===== src/rtl/fetch_unit_pkg.sv =====
// Shared instruction-set definitions for the fetch stage, ROM and ALU: opcodes,
// operand field positions and the bubble (NOP) word.
package fetch_unit_pkg;

    typedef enum logic [3:0] {
        OP_NOP  = 4'h0,
        OP_STO  = 4'h1,
        OP_IMUL = 4'h2,
        OP_LED  = 4'h3,
        OP_ADD  = 4'h4,
        OP_SUB  = 4'h5,
        OP_JMP  = 4'h6,
        OP_BLE  = 4'h7
    } opcode_e;

    localparam int OP_MSB   = 27;
    localparam int OP_LSB   = 24;
    localparam int DST_MSB  = 23;
    localparam int DST_LSB  = 16;
    localparam int SRC1_MSB = 15;
    localparam int SRC1_LSB = 8;
    localparam int SRC0_MSB = 7;
    localparam int SRC0_LSB = 0;

    localparam logic [27:0] NOP_INSTR = {OP_NOP, 24'd0};

    // Pack an opcode and its 24-bit operand into a full instruction word.
    function automatic logic [27:0] make_instr(input opcode_e op, input logic [23:0] operand);
        return {op, operand};
    endfunction

endpackage


===== src/rtl/fetch_unit_program_counter.sv =====
// Program counter: reset > load > advance > hold, wrapping naturally at 2^ADDR_W.
module program_counter
    import fetch_unit_pkg::*;
#(
    parameter int                ADDR_W     = 16,
    parameter logic [ADDR_W-1:0] RESET_ADDR = {ADDR_W{1'b0}}
) (
    input  logic              clk,
    input  logic              reset,
    input  logic              advance_en,
    input  logic              load_en,
    input  logic [ADDR_W-1:0] load_value,
    output logic [ADDR_W-1:0] pc
);

    logic [ADDR_W-1:0] pc_d;
    logic [ADDR_W-1:0] pc_q;

    // Next-PC selection; a load (branch) beats an advance.
    always_comb begin
        pc_d = pc_q;
        if (load_en) begin
            pc_d = load_value;
        end else if (advance_en) begin
            pc_d = pc_q + {{(ADDR_W-1){1'b0}}, 1'b1};
        end else begin
            pc_d = pc_q;
        end
    end

    // PC register with synchronous reset.
    always_ff @(posedge clk) begin
        if (reset) begin
            pc_q <= RESET_ADDR;
        end else begin
            pc_q <= pc_d;
        end
    end

    assign pc = pc_q;

endmodule


===== src/rtl/fetch_unit.sv =====
// Instruction fetch stage: PC, instruction register and valid flag.
// Optional performance counters are enabled by defining FETCH_PERF_CNT_EN.
module fetch_unit
    import fetch_unit_pkg::*;
#(
    parameter int                 ADDR_W     = 16,
    parameter int                 INSTR_W    = 28,
    parameter logic [ADDR_W-1:0]  RESET_ADDR = {ADDR_W{1'b0}},
    parameter logic [INSTR_W-1:0] NOP_WORD   = NOP_INSTR
) (
    input  logic               Clock,
    input  logic               Reset,
    output logic [ADDR_W-1:0]  oAddress,
    input  logic [INSTR_W-1:0] iInstruction,
    input  logic               iStall,
    input  logic               iBranchTaken,
    input  logic [ADDR_W-1:0]  iBranchTarget,
    output logic [INSTR_W-1:0] oInstruction,
    output logic [3:0]         oOperation,
    output logic [7:0]         oDestination,
    output logic [7:0]         oSource1,
    output logic [7:0]         oSource0,
    output logic [ADDR_W-1:0]  oPC,
    output logic               oValid
`ifdef FETCH_PERF_CNT_EN
    ,
    output logic [31:0]        oFetchCount,
    output logic [31:0]        oStallCount
`endif
);

    logic [ADDR_W-1:0]  pc_s;
    logic               advance_s;
    logic [INSTR_W-1:0] instr_d, instr_q;
    logic [ADDR_W-1:0]  opc_d, opc_q;
    logic               valid_d, valid_q;

    assign advance_s = !iBranchTaken && !iStall;

    program_counter #(
        .ADDR_W     (ADDR_W),
        .RESET_ADDR (RESET_ADDR)
    ) u_pc (
        .clk        (Clock),
        .reset      (Reset),
        .advance_en (advance_s),
        .load_en    (iBranchTaken),
        .load_value (iBranchTarget),
        .pc         (pc_s)
    );

    // A branch squashes the fall-through word; a stall holds the whole register.
    always_comb begin
        instr_d = instr_q;
        opc_d   = opc_q;
        valid_d = valid_q;
        if (iBranchTaken) begin
            instr_d = NOP_WORD;
            opc_d   = pc_s;
            valid_d = 1'b0;
        end else if (!iStall) begin
            instr_d = iInstruction;
            opc_d   = pc_s;
            valid_d = 1'b1;
        end else begin
            instr_d = instr_q;
            opc_d   = opc_q;
            valid_d = valid_q;
        end
    end

    // Instruction register, fetch address and valid flag.
    always_ff @(posedge Clock) begin
        if (Reset) begin
            instr_q <= NOP_WORD;
            opc_q   <= {ADDR_W{1'b0}};
            valid_q <= 1'b0;
        end else begin
            instr_q <= instr_d;
            opc_q   <= opc_d;
            valid_q <= valid_d;
        end
    end

`ifdef FETCH_PERF_CNT_EN
    logic [31:0] fetch_cnt_d, fetch_cnt_q;
    logic [31:0] stall_cnt_d, stall_cnt_q;

    // Branch cycles are counted as neither a fetch nor a stall.
    always_comb begin
        fetch_cnt_d = fetch_cnt_q;
        stall_cnt_d = stall_cnt_q;
        if (iBranchTaken) begin
            fetch_cnt_d = fetch_cnt_q;
            stall_cnt_d = stall_cnt_q;
        end else if (iStall) begin
            stall_cnt_d = stall_cnt_q + 32'd1;
        end else begin
            fetch_cnt_d = fetch_cnt_q + 32'd1;
        end
    end

    // Performance counter registers.
    always_ff @(posedge Clock) begin
        if (Reset) begin
            fetch_cnt_q <= 32'd0;
            stall_cnt_q <= 32'd0;
        end else begin
            fetch_cnt_q <= fetch_cnt_d;
            stall_cnt_q <= stall_cnt_d;
        end
    end

    assign oFetchCount = fetch_cnt_q;
    assign oStallCount = stall_cnt_q;
`endif

    assign oAddress     = pc_s;
    assign oInstruction = instr_q;
    assign oPC          = opc_q;
    assign oValid       = valid_q;
    assign oOperation   = instr_q[OP_MSB:OP_LSB];
    assign oDestination = instr_q[DST_MSB:DST_LSB];
    assign oSource1     = instr_q[SRC1_MSB:SRC1_LSB];
    assign oSource0     = instr_q[SRC0_MSB:SRC0_LSB];

endmodule


===== config.mk =====
export PLATFORM = sky130hd
export DESIGN_NAME = fetch_unit
export DESIGN_NICKNAME = d
export VERILOG_FILES = /design/src/rtl/fetch_unit_pkg.sv /design/src/rtl/fetch_unit_program_counter.sv /design/src/rtl/fetch_unit.sv
export SDC_FILE = /design/constraint.sdc
export NUM_CORES = 1
export LEC_CHECK = 0
export BUFFER_PORTS_ARGS = -buffer_cell sky130_fd_sc_hd__buf_2
export CAP_MARGIN = 20
export CORE_UTILIZATION = 45
export CTS_BUF_LIST = sky130_fd_sc_hd__clkbuf_16
export DETAILED_ROUTE_END_ITERATION = 7
export PLACE_DENSITY = 0.8
export SLEW_MARGIN = 10
export SYNTH_ARGS = -nofsm -noshare
export SYNTH_HDL_FRONTEND = slang
export SYNTH_SLANG_ARGS = --single-unit
export TNS_END_PERCENT = 30

===== constraint.sdc =====
create_clock -name Clock -period 4.2 [get_ports Clock]
set_input_delay 0.21 -clock Clock [delete_from_list [all_inputs] [get_ports Clock]]
set_output_delay 0.21 -clock Clock [all_outputs]
set_load 0.05 [all_outputs]

# Yosys cells after proc, flatten, opt, wreduce, memory -nomap -nowiden

Index checks and enable logic that the tools add are counted.

$add $sub $neg: 1
$mul: 0
Div/mod/pow operators: 0
Order comparisons: 0
Eq/ne operators: 1
Shift-type cells: 0
Muxes and demuxes: 4
Bitwise operators: 0
Reduce and logical (&&, ||, !) cells: 5

Operator list:

| kind                    | count |
|---|---|
| $mux W16                | 4 |
| $add A16 B1 Y16 const B | 1 |
| $logic_not A1 Y1        | 2 |
| $ne A2 B1 Y1 const B    | 1 |
| $reduce_bool A2 Y1      | 1 |
| $reduce_or A2 Y1        | 1 |
| $logic_and A1 B1 Y1     | 1 |

Register bits after elaboration: 61
Latch bits: 0
RAM bits: 0
Bits in read-only memories: 0
Output and inout bits: 89
Word-level logic and storage cells: 15
Memories kept: 0

# Longest topological paths before layout

Gate-level depths: netlist of run 1.

Depth in word-level cells: 4
Depth in mapped cells: 6
Mapped depth without buffers: 5

# Cells and area by module

From an unflattened synthesis of run 1, not the netlist that was laid out.

Cell total of the unflattened synthesis: 307
Area total of the unflattened synthesis: 2980.4 um2

Modules (own cells, without submodules):

| module          | instances | cells each | area an instance (um2) | seq. area each (um2) |
|---|---|---|---|---|
| fetch_unit      | 1         | 195        | 1995.7                 | 900.9 |
| program_counter | 1         | 112        | 984.7                  | 320.3 |

# Least setup slack after synthesis of run 1

No wires, ideal clock.

Path kind: register to register
From: register u_pc.pc_q[0] (netlist: u_pc.pc[0])
To: register u_pc.pc_q[14] (netlist: u_pc.pc[14])
Arrival: 1.974 ns
Setup slack: 2.135 ns
Cell stages (with the launch flop): 6
Buffers on the path: 0
Clock period less this slack: 2.065 ns
Cell sequence: dfxtp_1 ha_1 and4b_2 nand3_1 or3_1 a311oi_1

Word-level cells in the longest chain between the ends: 3

Ends and longest elaborated chain:

| what                     | line                             | text |
|---|---|---|
| start: declaration       | fetch_unit_program_counter.sv:17 | `logic [ADDR_W-1:0] pc_q;` |
| start signal: assignment | fetch_unit_program_counter.sv:36 | `pc_q <= pc_d;` |
| $add A16 B1 Y16          | fetch_unit_program_counter.sv:25 | `pc_d = pc_q + {{(ADDR_W-1){1'b0}}, 1'b1};` |
| $mux W16                 | fetch_unit_program_counter.sv:24 | `end else if (advance_en) begin` |
| $mux W16                 | fetch_unit_program_counter.sv:22 | `if (load_en) begin` |

No other way between the ends. The select of a mux whose other input is x is not followed.
A chain may end at the register's enable or synchronous reset.

# Worst setup path after layout of run 1

From: register u_pc.pc_q[1] (netlist: u_pc.pc[1])
To: register u_pc.pc_q[14] (netlist: u_pc.pc[14])

Same word-level chain as after synthesis.

==> impl_results.md, run 1 <==
* CTS tree: done
* Worst hold slack at 0.1156 ns
* Final worst slack at 2.385 ns
* Synth Area in Simple Gates at 19.31%
* Worst vdd ir at 0.2859 mV
* DR iter-0 viols at 47
* Total wire length at 5993 um
* Die Y at 78.74 um
* Root Buffer: clkbuf_16
* Nets at 453
* Initial antenna violation count at 0
* Arrival @ worst endpoint at 2.05 ns
* Die width at 78.74 um
* Grt ovf at 0
* Switch Pwr at 0.4463 mW
* Synthesis-stage register bit count at 61
* CP required at 4.43 ns
* Layout Skew at 0.004485 ns
* Vias in the first global route at 2002
* Met2 WL at 2925 um
* Row count at 27
* CP Capture Type: flop
* Period Utilization, post-route at 43.22%
* Vias at 2357
* Initial Util at 47.26%
* Area Growth Syn to Fin at 28.23%
* Mean routed wirelength per cell at 12.51 um
* Hold path cells at 3
* Clock tree sinks at 61
* Routed wl met3 at 312 um
* Mux contribution to synthesized area at 10.95%
* Final antenna-violating net count at 0
* Die area at 6200 um^2
* Worst-path clk slew at 0.05 ns
* Synth Area in Adders at 0.4721%
* Worst Hold Launch: iInstruction[23]
* Clock Path Buffers at 2
* Pre-CTS WS at 2.060 ns
* Largest net degree at the start of global routing at 41
* Core Area at 5608 um^2
* Run status: finished clean
* Clk pwr share at 40.8%
* Mapped Area at 2650 um^2
* Slew Viols, Final at 0
* Fin crit period at 1.815 ns
* Avg Vias per Cell at 4.921
* Clk_lat worst skew at 0.32 ns
* Max Used Layer: met4
* Crit Reg-Reg Startpoint: u_pc.pc[1]$_SDFFE_PP0P_
* Critical path class: flop to flop
* Internal power at 1.060 mW
* Post-CTS setup buffers at 0
* Post-Synthesis Cells at 301
* # diodes at 0
* Seq pwr share at 42.0%
* Hold crit path type: input pin to flop
* Compound-Gate Fraction of Synth Area at 8.687%
* Metal-1 WL at 2637 um
* Syn Nets at 350
* Hold Fails Final Rpt at 0
* Fmax at 550.9 MHz
* Hold Path End: oInstruction[23]$_SDFFE_PP0N_
* Hold buffers post-CTS at 0
* Critical-path maximum fanout at 5
* Post-synthesis cell type count at 34
* RSZ-0062 raised after global routing: false
* Final Util at 60.60%
* Global-route wire length before repair at 9128 um
* PwrDens at 443.4 nW/um^2
* Synth top area share at 46.08%
* Logic pwr share at 17.2%
* Largest family of logic cells by synthesized area: simple AND/OR/NAND/NOR gates
* CTS resizes at 0
* Syn Area/Cell at 8.804 um^2
* Sequential element share of the synthesized area at 46.08%
* Routability congestion estimate at 0.8019
* Sw Share at 29.62%
* R2R cell count at 5
* Tot GR Track Use at 18.98%
* Worst setup SP type: flop
* Remaining DRCs at 0
* Final setup TNS at 0 ns
* Area leader, netlist: dfxtp_1
* Pin slew with the least headroom to its limit at 0.9993 ns
* RR Endpoint: u_pc.pc[14]$_SDFFE_PP0P_
* Final setup violating endpoints at 0
* CTS H-tree lvls at 3
* P_leak at 1.718 nW
* # IOs at 137
* Fraction of layout cells with a size suffix above 1 at 37.59%
* Max-cap viol count at 0
* CTS buffer count at 9
* DP HPWL at 4257 um
* DR pass1 iterations at 4
* Port bufs at 136
* Post-Synth XOR/XNOR Area at 3.636%
* Yosys warnings at 0
* Synth area leaders: dfxtp_1 (46%), mux2i_1 (11%), buf_4 (7.9%)
* R2r setup slk at 2.38 ns
* Max-slew headroom at 33.38%
how the worst max path moves through the flow:
stage / startpoint / to / slack [ns]
4_1_cts: u_pc.pc[0]$_SDFFE_PP0P_ / u_pc.pc[14]$_SDFFE_PP0P_ / 2.38
3_3_place_gp: iStall / oPC[10]$_SDFFE_PP0P_ / 1.85
2_1_floorplan: u_pc.pc[0]$_SDFFE_PP0P_ / u_pc.pc[14]$_SDFFE_PP0P_ / 2.14
3_5_place_dp: iStall / u_pc.pc[15]$_SDFFE_PP0P_ / 2.06
5_1_grt: u_pc.pc[0]$_SDFFE_PP0P_ / u_pc.pc[14]$_SDFFE_PP0P_ / 2.26
6_report: u_pc.pc[1]$_SDFFE_PP0P_ / u_pc.pc[14]$_SDFFE_PP0P_ / 2.38
synthesized netlist by cell type, drive strengths merged:
library cell and n:
o32ai 2, and3 3, nor4 2, o21ai 1, nand2b 1, clkbuf 13, nand2 48, a211oi 5
xor2 2, nor2b 1, buf 32, ha 1, nor2 39, or4 2, nand4 2, mux2i 29
o31ai 2, nand3 4, dfxtp 61, and4b 1, nor3 3, or2 3, xnor2 9, nand4b 1
a21oi 24, or3 3, inv 3, a311oi 4
registers in the layout (all words and copies together) (netlist names):
name and count:
oValid 1, oPC 16, u_pc.pc 16, oInstruction 28
power groups by stage:
stage          sequential (mW)  clock (mW)  combinational, mW
2_1_floorplan            0.732           0              0.113
3_5_place_dp             0.644           0              0.260
3_3_place_gp             0.643           0              0.256
6_report                 0.633       0.615              0.259
5_1_grt                  0.636       0.658              0.274
4_1_cts                  0.632       0.634              0.260
per-stage QoR:
step / total power, mW / cells / area [um^2]
floorplan: 0.8453 / 301 / 2650
global placement: 0.8991 / 464 / 3144
detailed placement: 0.9038 / 465 / 3152
CTS: 1.526 / 479 / 3398
global route: 1.568 / 479 / 3398
finish: 1.507 / 479 / 3398
final cells by class:
type,count,area (um^2)
fill,521,2210
sequential,61,1221
multi-input combinational,192,1141
timing repair buffer,137,688.2
clock buffer,9,225.2
tap,72,90.09
clock inverter,5,21.27
inverter,3,11.26
cell families (layout without fill, tap and decap cells):
| logic type | Yosys count | count (layout) |
|---|---|---|
| xor gates and xnor gates | 11 | 11 |
| muxes | 29 | 29 |
| and+or+nand+nor | 113 | 113 |
| adders and majority gates | 1 | 1 |
| DFF | 61 | 61 |
| AOI/OAI and AO/OA | 38 | 38 |
| buffers and inverters | 48 | 154 |
metal layers:
metal  global-route usage (%)  vias up
met5                        0        -
met1                    22.28     1082
met2                    31.57       75
li1                         -     1191
met3                    4.253        9
met4                    11.30        0
worst max-delay path: stages (launching register included):
cell and delay (ns):
dfxtp_1 0.45, ha_1 0.25, and4b_2 0.29, nand3_1 0.13
or3_1 0.37, a311oi_1 0.23
cell usage in the layout, fill, tap and decap left out, types with 3 or more instances in the layout:
cell	count
a211oi_1	5
nor2_1	39
and3_1	3
xnor2_1	9
a21oi_1	24
inv_1	4
nor3_1	3
dfxtp_1	61
nand3_1	3
buf_2	136
mux2i_1	29
clkbuf_16	9
nand2_1	48
a311oi_1	4
Note: power is estimated with default switching activity, not from simulation.
==> run 2, diff against run 1 <==
==> constraint.sdc (replaced) <==
create_clock -name Clock -period 1.75 [get_ports Clock]
set_input_delay 0.0875 -clock Clock [delete_from_list [all_inputs] [get_ports Clock]]
set_output_delay 0.0875 -clock Clock [all_outputs]
set_load 0.05 [all_outputs]
==> run 2 against run 1 <==
  * Via count up 4.8%
  * Critical path depth down 1
  * Combinational power rose to 2.6 times the previous value
  * Register-to-register slack worse by 2.3 ns
  * Maximum frequency up 6.2%
  * Global-route usage up 3.3 points
  * Clock power up 150%
  * Final area up 6.8%
  * Flip-flop and latch count unchanged
  * Hold slack worse by 0.11 ns
  * First-iteration DRC count up 110%
  * Critical path type unchanged
  * Largest cell class unchanged
  * Largest power group unchanged
==> impl_results.md, run 2 (synthesized netlist as in run 1, its figures left out) <==
* Vias in the first global route at 2304 (+15%)
* Hold Fails Final Rpt at 0 (unchanged)
* Seq pwr share at 41.2% (-0.8 points)
* CTS H-tree lvls at 3 (unchanged)
* Worst-path clk slew at 0.05 ns (about the same)
* R2r setup slk at 0.04 ns (-2.34 ns)
* Clk pwr share at 40.9% (about the same)
* Worst vdd ir at 0.8160 mV (+190%)
* Pin slew with the least headroom to its limit at 0.5611 ns (-0.4382 ns)
* Switch Pwr at 1.109 mW (+150%)
* Mean routed wirelength per cell at 13.47 um (+7.7%)
* Largest net degree at the start of global routing at 39 (-4.9%)
* Worst setup SP type: flop
* DP HPWL at 4656 um (+9.4%)
* Root Buffer: clkbuf_16
* # IOs at 137 (unchanged)
* Final worst slack at 0.03996 ns (-2.345 ns)
* Max-slew headroom at 62.60% (+29 points)
* Port bufs at 136 (unchanged)
* PwrDens at 1018 nW/um^2 (+130%)
* CP required at 1.98 ns (-2.45 ns)
* Die area at 6200 um^2 (unchanged)
* Pre-CTS WS at 0.05872 ns (-2.001 ns)
* Fin crit period at 1.710 ns (-0.1052 ns)
* Max-cap viol count at 0 (unchanged)
* CP max stage cell: or4_1
* Run status: finished clean
* Final setup TNS at 0 ns (unchanged)
* Clock tree sinks at 61 (unchanged)
* Clk_lat worst skew at 0.32 ns (about the same)
* Area of the multi-input gates at 1150 um^2 (+0.77%)
* Max reg flops at 28 (unchanged)
* Hold crit path type: input pin to flop
* Fraction of layout cells with a size suffix above 1 at 40.79% (+3.2 points)
* Vias at 2469 (+4.8%)
* Final Util at 64.75% (+4.1 points)
* Period Utilization, post-route at 97.72% (+54 points)
* Core Area at 5608 um^2 (unchanged)
* Final antenna-violating net count at 0 (unchanged)
* Grt ovf at 0 (unchanged)
* Die Y at 78.74 um (unchanged)
* Power consumption at 3.698 mW (+150%)
* Fmax at 584.8 MHz (+6.2%)
* Logic pwr share at 17.9% (+0.7 points)
* # diodes at 0 (unchanged)
* Final setup violating endpoints at 0 (unchanged)
* Internal power at 2.589 mW (+140%)
* Max stage delay on crit path at 0.52 ns (+0.07 ns)
* Die width at 78.74 um (unchanged)
* Worst hold slack at 0.003389 ns (-0.1122 ns)
* Routability congestion estimate at 0.8726 (+8.8%)
* Initial Util at 47.26% (unchanged)
* CTS tree: done
* Slew Viols, Final at 0 (unchanged)
* Post-route cell area at 3631 um^2 (+6.8%)
* Post-CTS setup buffers at 0 (unchanged)
* Number of fillers in the final layout at 499 (-4.2%)
* Layout Skew at 0.003087 ns (-0.001398 ns)
* DR iter-0 viols at 99 (+110%)
* Row count at 27 (unchanged)
* Critical path class: flop to flop
* P_leak at 1.818 nW (+5.8%)
* Initial antenna violation count at 0 (unchanged)
* Placed Cells at 471 (+1.3%)
* Critical-path maximum fanout at 6 (+1)
* Final Non-Filler Cells at 501 (+4.6%)
* Reg area at 1249 um^2 (+2.3%)
* Avg Vias per Cell at 4.928 (+0.15%)
* CP Capture Type: flop
* Commonest non-fill, non-tap cell in the layout: buf_2
* CTS buffer count at 9 (unchanged)
* Global-route wire length before repair at 10600 um (+16%)
* Area Growth Syn to Fin at 37.02%
* Critical path, cell by cell: nand4_1 -> or2_0 -> or4_1 -> a311oi_1
* Nets at 473 (+4.4%)
* Clock Path Buffers at 2 (unchanged)
* Total wire length at 6749 um (+13%)
* DR pass1 iterations at 4 (unchanged)
* RSZ-0062 raised after global routing: false
* Sw Share at 29.98% (+0.36 points)
* Placed Area at 3222 um^2 (+2.2%)
* Arrival @ worst endpoint at 1.94 ns (-0.11 ns)
* Commonest cells after routing, fill and taps aside: buf_2 (136), dfxtp_1 (49), nand2_1 (48)
* Remaining DRCs at 0 (unchanged)
* Tot GR Track Use at 22.23% (+3.3 points)
==> run 2: cell types whose count changed in the layout (fill, tap and decap cells not counted), sizes merged <==
cell	before	now
dlygate4sd3	0	14
clkinv	4	5
buf	137	143
inv	4	5
==> run 2: area by class of cell <==
type | count | area share, %
Multi-Input combinational cell | 192 | 31.67
Inverter | 3 | 0.3101
Clock inverter | 7 | 0.8959
Sequential cell | 61 | 34.39
Clock buffer | 9 | 6.203
Tap cell | 72 | 2.481
Timing Repair Buffer | 157 | 24.05
==> run 2: metal layers <==
metal / vias up / GRT usage (%) / share of wire [%]
met2: 88 / 38.09 / 52
met3: 13 / 5.632 / 5.2
li1: 1228 / - / -
met5: - / 0 / 0
met4: 0 / 11.67 / 2.1
met1: 1140 / 25.36 / 41
==> run 2: path summary, 6_finish.rpt <==
path              depth (start not counted)                            end               startpoint
hold reg to reg                           2            oPC[9]$_SDFFE_PP0P_      oPC[9]$_SDFFE_PP0P_
setup reg to reg                          4       u_pc.pc[15]$_SDFFE_PP0P_  u_pc.pc[9]$_SDFFE_PP0P_
setup / recovery                          4       u_pc.pc[15]$_SDFFE_PP0P_  u_pc.pc[9]$_SDFFE_PP0P_
hold / removal                            3  oInstruction[11]$_SDFFE_PP0N_         iInstruction[11]
==> run 2: timing repair <==
action,CTS,global route
hold buffers,14,0
setup endpoints to repair,0,2
gates resized for setup,0,3
endpoints found under the hold margin,14,0
==> run 2: power by group through the flow <==
stage | Combinational (mW) | Clock, mW | Sequential, mW
after detailed placement | 0.637 | 0 | 1.55
after global routing | 0.704 | 1.61 | 1.53
after global placement | 0.629 | 0 | 1.54
final | 0.664 | 1.51 | 1.52
after CTS | 0.663 | 1.55 | 1.52
after floorplan | 0.271 | 0 | 1.76
==> run 2: worst max-delay path: cells and delay by family, from the launching register on <==
family             cells  cell delay (ns)
AOI/OAI and AO/OA      1             0.26
DFF                    1             0.40
and+or+nand+nor        3             0.96
==> run 3, diff against run 2 <==
==> constraint.sdc (replaced) <==
create_clock -name Clock -period 1.7 [get_ports Clock]
set_input_delay 0.085 -clock Clock [delete_from_list [all_inputs] [get_ports Clock]]
set_output_delay 0.085 -clock Clock [all_outputs]
set_load 0.05 [all_outputs]
==> run 3 against run 2 <==
  * The flow now finishes with violations (hold timing)
  * Die area unchanged
  * Clock-buffer cell count increased by 1
  * Total power is 6.6% higher
  * Critical path depth unchanged
  * Combinational power is 5.6% higher
  * Hold slack got worse by 0.0037 ns
  * Clock power up 11%
  * Largest cell class unchanged
  * Global-route usage up 1.3 points
==> impl_results.md, run 3 (synthesized netlist as in run 1, its figures left out) <==
* Nets at 481 (+1.7%)
* Fmax at 610.4 MHz (+4.4%)
* CTS H-tree lvls at 3 (unchanged)
* CP Capture Type: flop
* Initial Util at 47.26% (unchanged)
* P_leak at 1.870 nW (+2.9%)
* Die Y at 78.74 um (unchanged)
* Clock Path Buffers at 2 (unchanged)
* Crit Reg-Reg Startpoint: u_pc.pc[2]$_SDFFE_PP0P_
* Clk_lat worst skew at 0.32 ns (about the same)
* CTS buffer count at 9 (unchanged)
* Hold crit path type: input pin to flop
* CP Launch Point: u_pc.pc[2]$_SDFFE_PP0P_
* DP HPWL at 4558 um (-2.1%)
* Fin crit period at 1.638 ns (-0.07171 ns)
* Layout Skew at 0.004381 ns (+0.001294 ns)
* CP max stage cell: or4_1
* DR iter-0 viols at 169 (+71%)
* Pin slew with the least headroom to its limit at 0.5809 ns (+0.01988 ns)
* Area Growth Syn to Fin at 41.78%
* Vias at 2526 (+2.3%)
* Commonest non-fill, non-tap cell in the layout: buf_2
* Placed Area at 3252 um^2 (+0.93%)
* Port bufs at 136 (unchanged)
* Buf/Inv on CP at 0 (unchanged)
* Worst hold slack at -0.0002972 ns (-0.003686 ns)
* Commonest cells after routing, fill and taps aside: buf_2 (136), nand2_1 (48), dfxtp_1 (47)
* Failing checks: hold timing
* Max stage delay on crit path at 0.42 ns (-0.10 ns)
* Root Buffer: clkbuf_16
* Routability congestion estimate at 0.8484 (-2.8%)
* RSZ-0062 raised after global routing: true
* # IOs at 137 (unchanged)
* CP required at 1.92 ns (-0.06 ns)
* Row count at 27 (unchanged)
* Grt ovf at 0 (unchanged)
* Max-slew headroom at 61.18% (-1.4 points)
* Top delay family on crit path: simple AND/OR/NAND/NOR gates
* Mean routed wirelength per cell at 13.63 um (+1.2%)
* Remaining DRCs at 0 (unchanged)
* DR pass1 iterations at 4 (unchanged)
* CTS tree: done
* Run status: finished, violations left
* Tot GR Track Use at 23.48% (+1.3 points)
* Slew Viols, Final at 0 (unchanged)
* Vias in the first global route at 2325 (+0.91%)
* Final setup violating endpoints at 0 (unchanged)
* Period Utilization, post-route at 96.37% (-1.3 points)
* Die area at 6200 um^2 (unchanged)
* PwrDens at 1049 nW/um^2 (+3.0%)
* Pre-CTS WS at 0.03915 ns (-0.01957 ns)
* Core Area at 5608 um^2 (unchanged)
* Avg Vias per Cell at 4.963 (+0.70%)
* Critical path, cell by cell: nand4b_4 -> or3_1 -> or4_1 -> a311oi_2
* Final setup TNS at 0 ns (unchanged)
* Worst vdd ir at 0.5640 mV (-31%)
* # diodes at 0 (unchanged)
* Total wire length at 6938 um (+2.8%)
* Critical path class: flop to flop
* Hold Fails Final Rpt at 1 (+1)
* Worst-path clk slew at 0.05 ns (about the same)
* Worst Hold Launch: iInstruction[16]
* Max-cap viol count at 0 (unchanged)
* Die width at 78.74 um (unchanged)
* Critical-path maximum fanout at 7 (+1)
* Initial antenna violation count at 0 (unchanged)
* Post-route cell area at 3757 um^2 (+3.5%)
* Global-route wire length before repair at 11160 um (+5.3%)
* Final worst slack at 0.06167 ns (+0.02171 ns)
* Clock tree sinks at 61 (unchanged)
* Max reg flops at 28 (unchanged)
* Power consumption at 3.940 mW (+6.6%)
* Largest net degree at the start of global routing at 35 (-10%)
* Arrival @ worst endpoint at 1.86 ns (-0.08 ns)
* Fraction of layout cells with a size suffix above 1 at 42.56% (+1.8 points)
* Worst setup SP type: flop
* Final antenna-violating net count at 0 (unchanged)
[run 3: changes by cell type in the layout (fill, tap and decap cells not counted), moves of 2 or more]
cell           change
dlygate4sd3_1      +5
dfxtp_4            +4
buf_4              +3
dfxtp_2            -2
dfxtp_1            -2
or2_4              +2
[run 3: where the power goes]
part | switching [mW] | internal (mW)
Sequential | 0.0641 | 1.50
Combinational | 0.485 | 0.216
Clock | 0.627 | 1.05
Total | 1.18 | 2.76
[run 3: worst min-delay path: cells and delay by family]
kind                   cells  cell delay (ns)
buffers and inverters      1             0.08
and+or+nand+nor            1             0.07
muxes                      1             0.05
[run 3: what timing repair did]
| item | in CTS | in global routing |
|---|---|---|
| hold endpoints to repair | 19 | 0 |
| resized for setup | 0 | 8 |
| setup endpoints to repair | 0 | 3 |
| buffers inserted | 0 | 1 |
| hold buffers | 19 | 0 |
[run 3: layout make-up]
| class | count | area, um^2 |
|---|---|---|
| clock buffer | 10 | 250.2 |
| clock inverter | 6 | 27.53 |
| fill | 482 | 1851 |
| inverter | 3 | 11.26 |
| multi-input combinational | 192 | 1171 |
| sequential | 61 | 1261 |
| tap | 72 | 90.09 |
| timing repair buffer | 165 | 945.9 |
[run 3: final timing paths]
kind	cells past startpoint	endpoint	slack, ns
worst max-delay path	4	u_pc.pc[13]$_SDFFE_PP0P_	0.06
worst min-delay path	3	oInstruction[16]$_SDFFE_PP0N_	-0.0003
worst max register to register	4	u_pc.pc[13]$_SDFFE_PP0P_	0.06
worst min register to register	2	oValid$_SDFFE_PP0N_	0.44
[run 3: per-stage QoR]
step	utilization, %	instances
final	67.00	509
after CTS	66.33	508
after global routing	67.00	509
after floorplan	-	301
after global placement	57.99	473
after detailed placement	57.99	473
[run 3: per-layer routing]
layer / track usage (%) / vias up / wire length, um
met1: 27.95 / 1167 / 2814
met4: 12.41 / 0 / 219
met5: 0 / - / 0
met2: 39.13 / 92 / 3539
met3: 5.517 / 21 / 363
li1: - / 1246 / -
